<file path="src/rtl/fp_div_iter.sv">
// Multi-cycle IEEE-754 single-precision divider: radix-2 restoring mantissa
// division, truncating result, fixed 26-cycle start-to-done latency.
module fp_div_iter #(
  parameter int XLEN = 32
) (
  input  logic            clk,
  input  logic            rst_n,
  input  logic            start,
  input  logic [XLEN-1:0] A,
  input  logic [XLEN-1:0] B,
  output logic            busy,
  output logic            done,
  output logic [XLEN-1:0] result,
  output logic            overflow,
  output logic            underflow,
  output logic            exception
);

  // Handshake: start is taken only on an edge where busy=0 (including the
  // done cycle); done pulses for one cycle with result/flags valid, and
  // result/flags then hold until the next done or reset.

  typedef enum logic [1:0] {IDLE, CALC, NORM} state_t;

  state_t      state;
  logic        sign;
  logic [7:0]  ea;
  logic [7:0]  eb;
  logic [25:0] rem;
  logic [25:0] divisor;
  logic [24:0] q;
  logic [4:0]  cnt;

  logic [25:0]       trial;
  logic              q_bit;
  logic signed [9:0] e_val;
  logic [22:0]       mant;
  logic [31:0]       res_next;
  logic              ovf_next;
  logic              unf_next;
  logic              exc_next;

  assign trial = rem - divisor;
  assign q_bit = (rem >= divisor);

  // q[24] set means the quotient mantissa is in [1,2) already; otherwise
  // it sits in [0.5,1) and the exponent absorbs the one-bit shift.
  always_comb begin
    e_val = '0;
    mant  = '0;
    if (q[24]) begin
      e_val = $signed({2'b00, ea}) - $signed({2'b00, eb}) + 10'sd127;
      mant  = q[23:1];
    end else begin
      e_val = $signed({2'b00, ea}) - $signed({2'b00, eb}) + 10'sd126;
      mant  = q[22:0];
    end
  end

  always_comb begin
    res_next = '0;
    ovf_next = 1'b0;
    unf_next = 1'b0;
    exc_next = 1'b0;
    if (ea == 8'hFF || eb == 8'hFF) begin
      res_next = 32'h7FC0_0000;
      exc_next = 1'b1;
    end else if (eb == 8'h00) begin
      res_next = (ea != 8'h00) ? {sign, 8'hFF, 23'h0} : 32'h7FC0_0000;
      exc_next = 1'b1;
    end else if (ea == 8'h00) begin
      res_next = {sign, 31'h0};
    end else if (e_val >= 10'sd255) begin
      res_next = {sign, 8'hFF, 23'h0};
      ovf_next = 1'b1;
    end else if (e_val <= 10'sd0) begin
      res_next = {sign, 31'h0};
      unf_next = 1'b1;
    end else begin
      res_next = {sign, e_val[7:0], mant};
    end
  end

  always_ff @(posedge clk) begin
    if (!rst_n) begin
      state     <= IDLE;
      busy      <= 1'b0;
      done      <= 1'b0;
      result    <= '0;
      overflow  <= 1'b0;
      underflow <= 1'b0;
      exception <= 1'b0;
      sign      <= 1'b0;
      ea        <= '0;
      eb        <= '0;
      rem       <= '0;
      divisor   <= '0;
      q         <= '0;
      cnt       <= '0;
    end else begin
      done <= 1'b0;
      case (state)
        IDLE: begin
          if (start) begin
            sign    <= A[31] ^ B[31];
            ea      <= A[30:23];
            eb      <= B[30:23];
            rem     <= {2'b00, 1'b1, A[22:0]};
            divisor <= {2'b00, 1'b1, B[22:0]};
            q       <= '0;
            cnt     <= '0;
            busy    <= 1'b1;
            state   <= CALC;
          end
        end
        CALC: begin
          q   <= {q[23:0], q_bit};
          rem <= q_bit ? {trial[24:0], 1'b0} : {rem[24:0], 1'b0};
          cnt <= cnt + 5'd1;
          if (cnt == 5'd24) state <= NORM;
        end
        NORM: begin
          result    <= res_next;
          overflow  <= ovf_next;
          underflow <= unf_next;
          exception <= exc_next;
          done      <= 1'b1;
          busy      <= 1'b0;
          state     <= IDLE;
        end
        default: state <= IDLE;
      endcase
    end
  end

endmodule

</file>
<file path="config.mk">
export PLATFORM = sky130hd
export DESIGN_NAME = fp_div_iter
export DESIGN_NICKNAME = d
export VERILOG_FILES = /design/src/rtl/fp_div_iter.sv
export SDC_FILE = /design/constraint.sdc
export NUM_CORES = 1
export LEC_CHECK = 0
export CAP_MARGIN = 15
export CORE_UTILIZATION = 60
export DETAILED_ROUTE_END_ITERATION = 10
export PLACE_DENSITY = 0.84
export SETUP_SLACK_MARGIN = 0.15
export SLEW_MARGIN = 10
export SYNTH_ARGS = -nofsm -noshare
export SYNTH_HDL_FRONTEND = slang
export SYNTH_SLANG_ARGS = --single-unit
</file>
<file path="constraint.sdc">
create_clock -name clk -period 7.75 [get_ports clk]
set_input_delay 1.55 -clock clk [delete_from_list [all_inputs] [get_ports clk]]
set_output_delay 1.55 -clock clk [all_outputs]
set_load 0.05 [all_outputs]
</file>
==> results.sh <==
export IMPL_outcome="finished clean"
export IMPL_critical_path_class="register to register"
export IMPL_area_growth_pct=21.3
export IMPL_synth_warnings=0
export IMPL_coreArea_um2=12600
export IMPL_drv_cap=0
export IMPL_critPathSlowestCell="or4_4"
export IMPL_cts_buffers=17
export IMPL_antenna_found_initial=0
export IMPL_critPathLaunchType="register"
export IMPL_synth_area_leaders="dfxtp_1, nand2_1, ha_1, a21oi_1, a21boi_0"
export IMPL_path_cells="inv_1 > ha_1 > nor2b_1 > o21a_1 > or2_2 > ha_1 > nand3b_1 > nand2_1 > or4_1 > nand4_1 > nor3_1 > or4_4 > nand4_2 > o21ai_0"
export IMPL_cts_setup_buffers=0
export IMPL_end_kind="register"
export IMPL_cts_hold_buf=0
export IMPL_required_ns=8.04
export IMPL_hpwl_mm=12.8
export IMPL_seq_area_frac_synth_pct=35.0
export IMPL_drc=0
export IMPL_vias=7065
export IMPL_slowest_delay_ns=0.61
export IMPL_dr_pass1_iters=5
export IMPL_dieHeight_um=116
export IMPL_synthFlopType="dfxtp_1"
export IMPL_wl_per_cell_um=15.6
export IMPL_slew_violations=0
export IMPL_tritoncts="done"
export IMPL_syn_area_um2=7780
export IMPL_grt_pass1_wl_mm=31.2
export IMPL_synth_top_cell_area_share_pct=35.0
export IMPL_ios=104
export IMPL_grt_max_degree=80
export IMPL_fin_skew_ns=0.0114
export IMPL_worstMarginPinSlew_ns=1.09
export IMPL_rsz0062_at_grt="false"
export IMPL_synthCells=939
export IMPL_grt_usage_pct=29.5
export IMPL_ys_ff_latch=136
export IMPL_clock_tree_htree_level_count=4
export IMPL_grt_pass1_vias=6607
export IMPL_clock_sinks=136
export IMPL_async_flop_share_pct=0
export IMPL_final_layout_size_suffix_gt1_share_pct=6.45
export IMPL_num_rows=41
export IMPL_crit_arrival_ns=4.26
export IMPL_finalNetCount=1117
export IMPL_post_cts_resized=0
export IMPL_crit_top_cell="ha_1"
export IMPL_io_buffer_count=103
export IMPL_peakVddDrop_v=0.000216
export IMPL_yosys_area_top_type="dfxtp_1"
export IMPL_cts_root_buf="clkbuf_16"
export IMPL_avgSynthCellArea_um2=8.28
export IMPL_first_iter_violations=621
export IMPL_fillers=965
export IMPL_num_antenna_cells=0
export IMPL_drt_vias_per_instance=5.91
export IMPL_synth_edf_count=0
export IMPL_cp_max_fo=22
export IMPL_cts_clk_slew_worst_paths_ns=0.06
export IMPL_clkLatencyLatePin_ns=0.43
export IMPL_finalSetupViolCount=0
export IMPL_place_congestion=0.926
export IMPL_final_area_um2=9440
export IMPL_ant_nets=0
export IMPL_die_area_um2=13400
export IMPL_final_hold_viol_count=0
export IMPL_overflow=0
export IMPL_placed_area_um2=8850
export IMPL_syn_num_nets=1045
export IMPL_cellLeakagePower_nw=3.52
export IMPL_powerDensity_nw_per_um2=263
export IMPL_register_area_um2=2720
export IMPL_post_route_period_util_pct=51.2
export IMPL_clockBufferDepth=2
export IMPL_hp_class="register to register"
export IMPL_post_place_ws_ns=3.80
export IMPL_max_freq_ghz=0.252
export IMPL_die_x_um=116
export IMPL_multi_input_area_um2=4670
export IMPL_fin_tns_setup_ns=0
export IMPL_slew_headroom_pct=27.2
export IMPL_setup_ws_ns=3.78
export IMPL_period_needed_ns=3.97
export IMPL_wl_mm=18.6
export IMPL_yosysUniqueCellTypes=79
export IMPL_start_util_pct=61.6
[final timing paths]
kind                            depth (start not counted)  slack [ns]                     from                 endpoint
worst min register to register                          2        0.45  result[12]$_SDFFE_PN0P_  result[12]$_SDFFE_PN0P_
worst max-delay path                                   14        3.78       eb[1]$_SDFFE_PN0P_   result[1]$_SDFFE_PN0P_
worst max register to register                         14        3.78       eb[1]$_SDFFE_PN0P_   result[1]$_SDFFE_PN0P_
worst min-delay path                                    2        0.45  result[12]$_SDFFE_PN0P_  result[12]$_SDFFE_PN0P_
[cells in the final DEF, fill, tap and decap left out, types with 6 or more instances in the layout]
cell type	Yosys	layout
nor3_1	14	14
nor4_1	7	7
xor2_1	13	13
dfxtp_1	136	136
a21oi_1	69	69
nand3_1	13	13
nand4_1	11	11
a22o_1	25	25
nor2b_1	17	16
and2_1	12	12
nand2b_1	6	6
o21ai_0	34	34
clkbuf_16	0	17
ha_1	38	38
inv_1	43	43
xnor2_1	14	14
mux2i_1	32	32
o22a_1	6	6
a21boi_0	44	44
nor2_1	42	41
clkdlybuf4s50_1	0	102
buf_4	2	7
o211ai_1	6	6
a21o_1	14	14
and3_1	6	6
o21bai_1	6	6
o21a_1	6	6
o21ai_1	23	23
o221ai_1	24	24
nand2_1	142	142
[through the flow]
| stage | cells | hold slack [ns] | util, % | power (mW) |
|---|---|---|---|---|
| after detailed placement | 1164 | 0.441 | 70.1 | 1.66 |
| after global placement | 1164 | 0.436 | 70.1 | 1.65 |
| after floorplan | 939 | 0.425 | - | 1.47 |
| after CTS | 1196 | 0.450 | 74.8 | 2.47 |
| after global routing | 1196 | 0.475 | 74.8 | 2.63 |
| final | 1196 | 0.447 | 74.8 | 2.48 |
[worst max-delay path: cells and delay by family, from the launching register on]
| kind | cells | cell delay [ns] |
|---|---|---|
| compound gates | 2 | 0.34 |
| fa+ha+maj | 2 | 0.54 |
| buf+inv | 1 | 0.07 |
| flops | 1 | 0.37 |
| simple gates | 9 | 2.54 |
[routing by layer]
metal / share of wire, % / vias to the layer above / track usage, %
met5: 0 / - / 0
met1: 45 / 3279 / 37.8
li1: - / 3534 / -
met2: 47 / 208 / 48.3
met3: 4.6 / 44 / 5.60
met4: 2.6 / 0 / 12.8
[power breakdown]
group | internal, mW | switching (mW) | leakage (nW)
clock | 0.487 | 0.322 | 0.286
sequential | 0.746 | 0.0436 | 1.11
combinational | 0.375 | 0.506 | 2.13
[state kept, by name (all words and copies together), names as in the netlist, 2 cells and up]
signal   flops
cnt          5
divisor     24
ea           8
eb           8
q           25
rem         26
result      32
state        2
[area by class of cell]
cell class	instances	area share, %
Multi-Input combinational cell	703	49.5
Sequential cell	136	28.9
Timing Repair Buffer	110	11.4
Clock buffer	20	4.73
Tap cell	172	2.28
Inverter	43	1.71
Clock inverter	12	1.51
[kinds of logic after synthesis]
kind of cell	after synthesis	synth area share, %
xor+xnor	28	3.35
simple gates	297	18.1
compound gates	304	27.3
mux	35	4.55
buf+inv	100	5.28
flops	136	35.0
fa+ha+maj	39	6.37
[synthesized netlist by cell type, drive strengths merged, types with 3 or more instances]
| master | number |
|---|---|
| a2111oi | 3 |
| a211oi | 6 |
| a21boi | 45 |
| a21o | 15 |
| a21oi | 69 |
| a221oi | 3 |
| a22o | 25 |
| a22oi | 3 |
| a31oi | 4 |
| and2 | 13 |
| and3 | 6 |
| buf | 14 |
| clkbuf | 43 |
| dfxtp | 136 |
| ha | 38 |
| inv | 43 |
| mux2 | 3 |
| mux2i | 32 |
| nand2 | 142 |
| nand2b | 7 |
| nand3 | 13 |
| nand3b | 4 |
| nand4 | 12 |
| nor2 | 43 |
| nor2b | 17 |
| nor3 | 14 |
| nor4 | 7 |
| o211ai | 6 |
| o21a | 6 |
| o21ai | 58 |
| o21bai | 6 |
| o221ai | 24 |
| o22a | 6 |
| o31ai | 6 |
| or2 | 6 |
| or4 | 5 |
| xnor2 | 14 |
| xor2 | 13 |
Note: power is estimated with default switching activity, not from simulation.
